## config.mk

```make
export PLATFORM = sky130hd
export DESIGN_NAME = alu_share_arbiter_flat
export DESIGN_NICKNAME = d
export VERILOG_FILES = /design/src/rtl/alu_pkg.sv /design/src/rtl/alu_share_arbiter_if.sv /design/src/rtl/alu_op_unit.sv /design/src/rtl/alu_share_arbiter.sv /design/src/flat_wrapper.sv
export SDC_FILE = /design/constraint.sdc
export NUM_CORES = 1
export LEC_CHECK = 0
export BUFFER_PORTS_ARGS = -buffer_cell sky130_fd_sc_hd__buf_2
export CAP_MARGIN = 40
export CORE_MARGIN = 3
export CORE_UTILIZATION = 50
export DETAILED_ROUTE_END_ITERATION = 10
export GPL_TIMING_DRIVEN = 0
export PLACE_DENSITY = 0.84
export SLEW_MARGIN = 10
export SYNTH_ARGS = -nofsm -noshare
export SYNTH_HDL_FRONTEND = slang
export SYNTH_SLANG_ARGS = --single-unit
```

## constraint.sdc

```tcl
create_clock -name clk -period 7.69 [get_ports clk]
set_input_delay 1.9225 -clock clk [delete_from_list [all_inputs] [get_ports clk]]
set_output_delay 1.9225 -clock clk [all_outputs]
set_load 0.01 [all_outputs]
```

## src/rtl/alu_pkg.sv

```systemverilog
// Shared op-code and output-slot state encodings for the shared ALU arbiter.
package alu_pkg;

  localparam logic [1:0] OP_AND = 2'b00;
  localparam logic [1:0] OP_OR  = 2'b01;
  localparam logic [1:0] OP_XOR = 2'b10;
  localparam logic [1:0] OP_ADD = 2'b11;

  localparam logic [0:0] ST_EMPTY = 1'b0;
  localparam logic [0:0] ST_FULL  = 1'b1;

  // Requester index width; a single requester still needs a 1-bit id.
  function automatic int id_width(input int n);
    return (n > 1) ? $clog2(n) : 1;
  endfunction

endpackage

```

## src/rtl/alu_share_arbiter_if.sv

```systemverilog
// Request/response bundle between NREQ requesters, the shared ALU arbiter and its result consumer.
interface alu_share_arbiter_if
  import alu_pkg::*;
#(
  parameter int WIDTH = 32,
  parameter int NREQ  = 4
);

  localparam int IDW = id_width(NREQ);

  logic [NREQ-1:0]       req_valid;
  logic [NREQ-1:0]       req_ready;
  logic [2*NREQ-1:0]     req_op;
  logic [WIDTH*NREQ-1:0] req_a;
  logic [WIDTH*NREQ-1:0] req_b;
  logic                  rsp_valid;
  logic                  rsp_ready;
  logic [WIDTH-1:0]      rsp_data;
  logic                  rsp_carry;
  logic [IDW-1:0]        rsp_id;

  modport slave (
    input  req_valid, req_op, req_a, req_b, rsp_ready,
    output req_ready, rsp_valid, rsp_data, rsp_carry, rsp_id
  );

  modport master (
    output req_valid, req_op, req_a, req_b, rsp_ready,
    input  req_ready, rsp_valid, rsp_data, rsp_carry, rsp_id
  );

endinterface

```

## src/rtl/alu_op_unit.sv

```systemverilog
// Combinational AND/OR/XOR/ADD datapath; carry is the sum's top bit for ADD and 0 otherwise.
module alu_op_unit
  import alu_pkg::*;
#(
  parameter int WIDTH = 32
) (
  input  logic [1:0]       op,
  input  logic [WIDTH-1:0] a,
  input  logic [WIDTH-1:0] b,
  output logic [WIDTH-1:0] result,
  output logic             carry
);

  logic [WIDTH:0] sum;

  assign sum = {1'b0, a} + {1'b0, b};

  always_comb begin
    result = '0;
    carry  = 1'b0;
    case (op)
      OP_AND: result = a & b;
      OP_OR:  result = a | b;
      OP_XOR: result = a ^ b;
      OP_ADD: begin
        result = sum[WIDTH-1:0];
        carry  = sum[WIDTH];
      end
    endcase
  end

endmodule

```

## src/rtl/alu_share_arbiter.sv

```systemverilog
// Round-robin share of one ALU among NREQ requesters; result registered one edge after grant.
// Grants only while the output slot is empty or draining, so a stalled consumer stalls all requesters.
module alu_share_arbiter
  import alu_pkg::*;
#(
  parameter int WIDTH = 32,
  parameter int NREQ  = 4
) (
  input  logic               clk,
  input  logic               rst_n,
  alu_share_arbiter_if.slave bus
);

  localparam int IDW = id_width(NREQ);
  localparam int SW  = IDW + 1;

  logic [0:0]       state_q, state_d;
  logic [WIDTH-1:0] data_q, data_d;
  logic             carry_q, carry_d;
  logic [IDW-1:0]   id_q, id_d;
  logic [IDW-1:0]   rr_ptr_q, rr_ptr_d;

  logic             can_accept;
  logic             found;
  logic             gnt_vld;
  logic [IDW-1:0]   gnt_idx;
  logic [NREQ-1:0]  gnt_oh;
  logic [SW-1:0]    probe;
  logic [1:0]       sel_op;
  logic [WIDTH-1:0] sel_a;
  logic [WIDTH-1:0] sel_b;
  logic [WIDTH-1:0] alu_res;
  logic             alu_carry;

  assign can_accept = (state_q == ST_EMPTY) || bus.rsp_ready;

  // Scan upward from rr_ptr with wrap; the first valid requester wins.
  always_comb begin
    found   = 1'b0;
    gnt_idx = '0;
    probe   = '0;
    for (int off = 0; off < NREQ; off++) begin
      probe = {1'b0, rr_ptr_q} + SW'(off);
      if (probe >= SW'(NREQ)) begin
        probe = probe - SW'(NREQ);
      end
      if (!found && bus.req_valid[probe[IDW-1:0]]) begin
        found   = 1'b1;
        gnt_idx = probe[IDW-1:0];
      end
    end
  end

  assign gnt_vld = found && can_accept;

  always_comb begin
    gnt_oh = '0;
    if (gnt_vld) begin
      gnt_oh[gnt_idx] = 1'b1;
    end
  end

  assign bus.req_ready = rst_n ? gnt_oh : '0;

  always_comb begin
    sel_op = '0;
    sel_a  = '0;
    sel_b  = '0;
    for (int i = 0; i < NREQ; i++) begin
      if (gnt_idx == IDW'(i)) begin
        sel_op = bus.req_op[2*i +: 2];
        sel_a  = bus.req_a[WIDTH*i +: WIDTH];
        sel_b  = bus.req_b[WIDTH*i +: WIDTH];
      end
    end
  end

  alu_op_unit #(
    .WIDTH (WIDTH)
  ) u_alu (
    .op     (sel_op),
    .a      (sel_a),
    .b      (sel_b),
    .result (alu_res),
    .carry  (alu_carry)
  );

  // A grant always (re)fills the slot, which also covers drain-and-refill in one cycle.
  always_comb begin
    state_d  = state_q;
    data_d   = data_q;
    carry_d  = carry_q;
    id_d     = id_q;
    rr_ptr_d = rr_ptr_q;
    if (gnt_vld) begin
      state_d = ST_FULL;
      data_d  = alu_res;
      carry_d = alu_carry;
      id_d    = gnt_idx;
      if (gnt_idx == IDW'(NREQ - 1)) begin
        rr_ptr_d = '0;
      end else begin
        rr_ptr_d = gnt_idx + IDW'(1);
      end
    end else if ((state_q == ST_FULL) && bus.rsp_ready) begin
      state_d = ST_EMPTY;
    end
  end

  always_ff @(posedge clk or negedge rst_n) begin
    if (!rst_n) begin
      state_q  <= ST_EMPTY;
      data_q   <= '0;
      carry_q  <= 1'b0;
      id_q     <= '0;
      rr_ptr_q <= '0;
    end else begin
      state_q  <= state_d;
      data_q   <= data_d;
      carry_q  <= carry_d;
      id_q     <= id_d;
      rr_ptr_q <= rr_ptr_d;
    end
  end

  assign bus.rsp_valid = (state_q == ST_FULL);
  assign bus.rsp_data  = data_q;
  assign bus.rsp_carry = carry_q;
  assign bus.rsp_id    = id_q;

endmodule

```

## src/flat_wrapper.sv

```systemverilog
// flat-port wrapper written by rule: the top's interface ports become plain ports
module alu_share_arbiter_flat import alu_pkg::*;
#(
  parameter int WIDTH = 32,
  parameter int NREQ  = 4
)
  (clk, rst_n, bus_req_valid, bus_req_op, bus_req_a, bus_req_b, bus_rsp_ready, bus_req_ready, bus_rsp_valid, bus_rsp_data, bus_rsp_carry, bus_rsp_id);
  alu_share_arbiter_if #(.WIDTH(WIDTH), .NREQ(NREQ)) bus_i ();
  input  logic clk;
  input  logic rst_n;
  input wire logic [$bits(bus_i.req_valid)-1:0] bus_req_valid;
  input wire logic [$bits(bus_i.req_op)-1:0] bus_req_op;
  input wire logic [$bits(bus_i.req_a)-1:0] bus_req_a;
  input wire logic [$bits(bus_i.req_b)-1:0] bus_req_b;
  input wire logic [$bits(bus_i.rsp_ready)-1:0] bus_rsp_ready;
  output wire logic [$bits(bus_i.req_ready)-1:0] bus_req_ready;
  output wire logic [$bits(bus_i.rsp_valid)-1:0] bus_rsp_valid;
  output wire logic [$bits(bus_i.rsp_data)-1:0] bus_rsp_data;
  output wire logic [$bits(bus_i.rsp_carry)-1:0] bus_rsp_carry;
  output wire logic [$bits(bus_i.rsp_id)-1:0] bus_rsp_id;
  assign bus_i.req_valid = bus_req_valid;
  assign bus_i.req_op = bus_req_op;
  assign bus_i.req_a = bus_req_a;
  assign bus_i.req_b = bus_req_b;
  assign bus_i.rsp_ready = bus_rsp_ready;
  assign bus_req_ready = bus_i.req_ready;
  assign bus_rsp_valid = bus_i.rsp_valid;
  assign bus_rsp_data = bus_i.rsp_data;
  assign bus_rsp_carry = bus_i.rsp_carry;
  assign bus_rsp_id = bus_i.rsp_id;
  alu_share_arbiter #(.WIDTH(WIDTH), .NREQ(NREQ)) u_core (.clk(clk), .rst_n(rst_n), .bus(bus_i));
endmodule
```

Word level (Yosys, flattened, before mapping) --
Index checks and enable logic that the tools add are counted.
Storage, ports and cells: bits in registers 38, input port bits 271, output and inout port bits 40, word-level logic and storage cells 88
Cells by class: add/sub/neg operators 9, order comparisons 10, equality and inequality tests 6, multiplexer cells 41, bitwise operators 4, reductions and logical operators 13
Operators by type and width (count):
- two-way mux 32 bit | 8
- one-hot mux 32 bit (4 select lines) | 1
- adder 32 x 32 -> 33 bit | 1
- AND 32 bit | 1
- bitwise OR 32 bit | 1
- bitwise XOR 32 bit | 1
- two-way mux 2 bit | 13
- < comparator 2 x 3 -> 1 bit, second input constant | 5
- two-way mux 1 bit | 12
- >= comparator 3 bit, second input constant | 3
- binary-select mux 1 bit (select 2 bit) | 4
- == test 2 bit, second input constant | 4
- two-way mux 4 bit | 2
- subtractor 2 x 1 -> 2 bit, second input constant | 4
- adder 2 x 2 -> 3 bit, second input constant | 2
- logical AND 1 bit | 6
- == test 2 x 1 -> 1 bit, second input constant | 2
- logical NOT 2 bit | 2
- adder 2 x 1 -> 3 bit, second input constant | 1
- >= comparator 2 x 3 -> 1 bit, second input constant | 1
- logical NOT 1 bit | 3
- adder 2 x 1 -> 2 bit, second input constant | 1
- demux 1 bit (select 2 bit) | 1
- >= comparator 2 x 1 -> 1 bit, second input constant | 1
- 3 further kinds | 3

Depth between registers and ports, before layout --
depth in word-level cells 21, depth in mapped cells 28, gate-level depth less buffers 26

Hierarchy --
A second synthesis with hierarchy kept.
Unflattened totals: cells, all modules 946, area total of the unflattened synthesis 7068.0 um^2
Modules (own cells, without submodules):
- alu_share_arbiter | instances 1, cells an instance 425, area each 3713.6 um^2, seq. area each 950.9 um^2
- alu_op_unit | instances 1, cells an instance 521, area each 3354.5 um^2, seq. area each 0.0 um^2

Worst setup path before layout --
No wires, ideal clock.
path kind input port to flip-flop, from input bus_req_valid[0], to register u_core.carry_q, in the netlist u_core.bus.rsp_carry, setup time 0.127 ns, arrival time 6.203 ns, data required time 7.563 ns, setup slack 1.360 ns, stages 26, path buffers 2, cells stage by stage inv_1 nor2_1 a21oi_1 nor2_1 a221oi_1 and2_1 ha_1 clkbuf_1 clkbuf_1 nor2_1 a21oi_1 nor2_1 a21oi_1 nor2_1 a21oi_1 inv_1 ha_1 fa_1 a211oi_1 o31ai_1 o22a_1 o21ai_1 o221ai_1 a21o_1 a311oi_1 o21ai_1
Between the ends: longest elaborated chain between the ends 19, elaborated cells between the ends (all ways) 42, classes of those cells add/sub (1); eq/ne (4); mux (29); reduce/logical (8)
Ends and longest elaborated chain:
- from (decl) | line flat_wrapper.sv:11 | input wire logic [$bits(bus_i.req_valid)-1:0] bus_req_valid;
- binary-select mux 1 bit (select 2 bit) | line alu_share_arbiter.sv:47 | if (!found && bus.req_valid[probe[IDW-1:0]]) begin
- two-way mux 1 bit (not written as such) | line alu_share_arbiter.sv:47
- two-way mux 1 bit | line alu_share_arbiter.sv:47
- logical NOT 1 bit | line alu_share_arbiter.sv:47
- logical AND 1 bit | line alu_share_arbiter.sv:47
- two-way mux 1 bit | line alu_share_arbiter.sv:47
- logical NOT 1 bit | line alu_share_arbiter.sv:47
- logical AND 1 bit | line alu_share_arbiter.sv:47
- two-way mux 1 bit | line alu_share_arbiter.sv:47
- logical NOT 1 bit | line alu_share_arbiter.sv:47
- logical AND 1 bit | line alu_share_arbiter.sv:47
- two-way mux 2 bit (*) | line alu_share_arbiter.sv:47
- named net u_core.gnt_idx[0] | line alu_share_arbiter.sv:26 | logic [IDW-1:0] gnt_idx;
- logical NOT 2 bit | line alu_share_arbiter.sv:70 | if (gnt_idx == IDW'(i)) begin
- two-way mux 32 bit or two-way mux 2 bit (tied branches) (4 in series) | line alu_share_arbiter.sv:70
- adder 32 x 32 -> 33 bit or == test 2 bit (tied branches) | line alu_op_unit.sv:16, alu_op_unit.sv:21
- two-way mux 1 bit (*) | line alu_op_unit.sv:21 | case (op)
- to (signal assigned) | line alu_share_arbiter.sv:120 | carry_q <= carry_d;
- to (decl) | line alu_share_arbiter.sv:19 | logic carry_q, carry_d;
Mark *: on every way through the listed nets, which the timed path passes. The rest lies on a longest branch. The select of a mux whose other input is x is not followed. A chain may end at the register's enable or synchronous reset.

Worst setup path in the final report --
Ends and elaborated chain as after synthesis.

==> impl_metrics.tcl <==
set metrics [dict create \
    status "completed" \
    cp.required_ns 7.85 \
    synth-compound-area-share_pct 34.69 \
    io_buffers 310 \
    timing.critical_path.from_type "primary input" \
    drive_above_1_share_pct 23.06 \
    clock_tree.buffer_depth 2 \
    drc_errors 0 \
    power_uw 4602 \
    dieArea_sq_um 15150 \
    hp-class "reg -> reg" \
    synthAdderAreaFrac_pct 12.71 \
    synth_xor_area_share_pct 2.812 \
    finClkSkew_ns 0.006628 \
    maxCapViolCount 0 \
    slew-limit-headroom_pct 44.42 \
    fin_crit_sh_pct 96.50 \
    grt_max_degree 32 \
    cts_tree "done" \
    leakage_uw 0.004887 \
    synthToLayoutAreaGrowth_pct 28.54 \
    r2r_start "u_core.rr_ptr_q[0]" \
    wl_per_cell_um 19.00 \
    async_flop_share_pct 100.0 \
    fin_nets 1783 \
    synth_mux_area_share_pct 1.169 \
    hold_end "u_core.bus.rsp_id[0]" \
    utilization_pct 65.99 \
    synth_edf_count 0 \
    ys_ff_latch 38 \
    final_cell_area_sq_um 8808 \
    synth_top_family_by_area "compound AO/OA/AOI/OAI gates" \
    slew_violations 0 \
    dpl-instance-area_sq_um 8645 \
    worst_pin_slew_ns 0.8337 \
    ys_seq_area_share_pct 13.88 \
    die_y_um 123.1 \
    firstDrtPassIters 8 \
    rsz0062_at_grt "false" \
    max_freq_mhz 134.8 \
    min-delay-start "u_core.bus.rsp_id[0]" \
    syn-num-nets 1466 \
    ys.flop_type "dfrtp_1" \
    avgSynthCellArea_sq_um 6.086 \
    clock-sinks 38 \
    postCtsSetupRepairBufs 0 \
    final_common_cell "buf_2" \
    crit_path_end_kind "register" \
    path_clk_slew_ns 0.06 \
    grt_usage_pct 38.92 \
    place_hpwl_um 25410 \
    numCtsBuffers 5 \
    mostFrequentLayoutCells "315 x buf_2, 242 x nor2_1, 198 x a21oi_1" \
    worst_r2r_endpoint "u_core.bus.rsp_carry" \
    yosys.area_share.simple_pct 26.00 \
    peakVddDrop_mv 0.2929 \
    viasPerCell 5.837 \
    period_needed_ns 7.421 \
    path_max_fanout 10 \
    clock_latency_ns 0.29 \
    initial_core_util_pct 51.34 \
    grt_antenna_before_repair 2 \
    crit_type "in -> reg" \
    fp.coreArea_sq_um 13350 \
    vias 9468 \
    grt_pass1_wl_um 45770 \
    final-setup-viol-count 0 \
    cp.arrival_ns 7.58 \
    root_buffer "clkbuf_16" \
    first_global_vias 8828 \
    die_w_um 123.1 \
    num-fill-cells 1295 \
    yosysWarnings 0 \
    syn_inst 1126 \
    mappedNetlistArea_sq_um 6853 \
    p_per_area_nw_per_um2 522.5 \
    io_pins 311 \
    drt_iter0_drc 953 \
    synth_cell_types 53 \
    wirelength_um 30820 \
    r2r_cells 24 \
    rows 42 \
    r2r_slack_ns 1.66 \
    grt.overflow.total 0 \
    hold_depth 2 \
    place_congestion 1.017 \
    htreeDepth 2 \
    detail-route-antenna-nets 0 \
    finalHoldViolCount 0 \
]
==> synthesized netlist by cell type (3+ instances only) <==
| cell type | n | area, sq um |
|---|---|---|
| nor2_1 | 242 | 908.4 |
| a21oi_1 | 199 | 996.0 |
| nand2_1 | 134 | 503.0 |
| inv_1 | 78 | 292.8 |
| clkbuf_1 | 69 | 259.0 |
| ha_1 | 68 | 850.8 |
| a21o_1 | 60 | 450.4 |
| o21ai_0 | 45 | 225.2 |
| dfrtp_1 | 38 | 950.9 |
| a211oi_1 | 20 | 150.1 |
| a31oi_1 | 14 | 87.58 |
| o211ai_1 | 14 | 105.1 |
| and3_1 | 12 | 75.07 |
| xnor2_1 | 11 | 96.34 |
| xor2_1 | 11 | 96.34 |
| nand3_1 | 9 | 45.04 |
| mux2i_1 | 8 | 80.08 |
| nor3_1 | 7 | 35.03 |
| and2_1 | 6 | 37.54 |
| buf_1 | 6 | 22.52 |
| nand4_1 | 6 | 37.54 |
| nor2b_1 | 6 | 37.54 |
| o22ai_1 | 6 | 37.54 |
| buf_2 | 5 | 25.02 |
| a211o_1 | 4 | 35.03 |
| a311oi_1 | 4 | 35.03 |
| or3_1 | 4 | 25.02 |
| nand2b_1 | 3 | 18.77 |
| o2111ai_1 | 3 | 26.28 |
| o21ai_1 | 3 | 15.01 |
| o31ai_1 | 3 | 22.52 |
==> how the worst max path moves through the flow <==
stage | slack (ns) | endpoint | start | depth (start not counted)
2_1_floorplan | 1.36 | u_core.bus.rsp_carry | bus_req_valid[0] | 26
6_report | 0.27 | u_core.bus.rsp_carry | bus_req_valid[0] | 26
3_3_place_gp | -0.18 | u_core.bus.rsp_carry | bus_req_valid[0] | 27
5_1_grt | 0.07 | u_core.bus.rsp_carry | bus_req_valid[0] | 25
4_1_cts | 0.07 | u_core.bus.rsp_carry | bus_req_valid[0] | 27
3_5_place_dp | -0.20 | u_core.bus.rsp_carry | bus_req_valid[0] | 27
==> layer usage <==
metal	routed length, um	GRT usage [%]	vias up	part of all wire (%)
met5	0	1.042	-	0
met4	1482	16.26	0	4.8
met3	2732	6.679	102	8.9
met2	14620	68.23	543	47
met1	11990	46.92	4343	39
li1	-	-	4480	-
==> state kept, by name, summed over array words and instances (netlist names) <==
register / cells
u_core.bus.rsp_data: 32
u_core.bus.rsp_id: 2
u_core.rr_ptr_q: 2
u_core.bus.rsp_carry: 1
u_core.bus.rsp_valid: 1
==> cells by family (layout without fill, tap and decap cells) <==
group / after synthesis / after routing
buf+inv: 158 / 476
compound gates: 395 / 395
fa+ha+maj: 69 / 69
mux: 8 / 8
simple gates: 436 / 436
xor+xnor: 22 / 22
flops: 38 / 38
other cells: 0 / 2
==> critical path: stages <==
cell      delay (ns)
buf_2           0.10
inv_1           0.10
nor2_1          0.06
a21oi_1         0.13
nor2_1          0.06
a221oi_2        0.28
and2_1          0.24
ha_1            0.35
clkbuf_2        0.34
clkbuf_1        0.39
nor2_1          0.09
a21oi_1         0.16
nor2_1          0.06
a21oi_1         0.26
nor2_1          0.07
a21o_1          0.22
ha_1            0.26
fa_1            0.49
a211oi_1        0.30
o31ai_1         0.17
o22a_1          0.26
o21ai_1         0.23
o221ai_1        0.25
a21o_1          0.26
a311oi_1        0.38
o21ai_1         0.12
==> cell type report <==
class	instances	area (sq um)	share of cell area [%]
Multi-Input combinational cell	930	5315	60.34
Timing Repair Buffer	311	1572	17.84
Sequential cell	38	950.9	10.80
Buffer	79	305.3	3.466
Inverter	78	292.8	3.324
Tap cell	176	220.2	2.500
Clock buffer	7	142.6	1.619
Clock inverter	1	5.005	0.05682
Antenna cell	2	5.005	0.05682
==> stage by stage <==
| stage | TNS, ns | cells | hold WS (ns) | setup WS, ns |
|---|---|---|---|---|
| after floorplan | 0 | 1126 | 0.5141 | 1.360 |
| after global placement | -0.3586 | 1612 | 0.4611 | -0.1769 |
| after detailed placement | -0.4152 | 1613 | 0.4628 | -0.1970 |
| after CTS | 0 | 1621 | 0.4837 | 0.07341 |
| after global routing | 0 | 1622 | 0.4975 | 0.06586 |
| final | 0 | 1622 | 0.4780 | 0.2689 |
==> what timing repair did <==
action,4_1_cts,5_1_grt
gates resized for setup,0,7
hold buffers,0,0
endpoints found under the setup margin,0,15
hold endpoints to repair,0,0
==> report_power, final <==
part           total [uW]  switching [uW]  internal [uW]  leakage [uW]
Combinational        4040            2620           1410       0.00435
Clock                 211            82.3            129     0.0000739
Sequential            355            57.2            297      0.000465
Total                4600            2760           1840       0.00489
(Power assumes the default switching activity.)
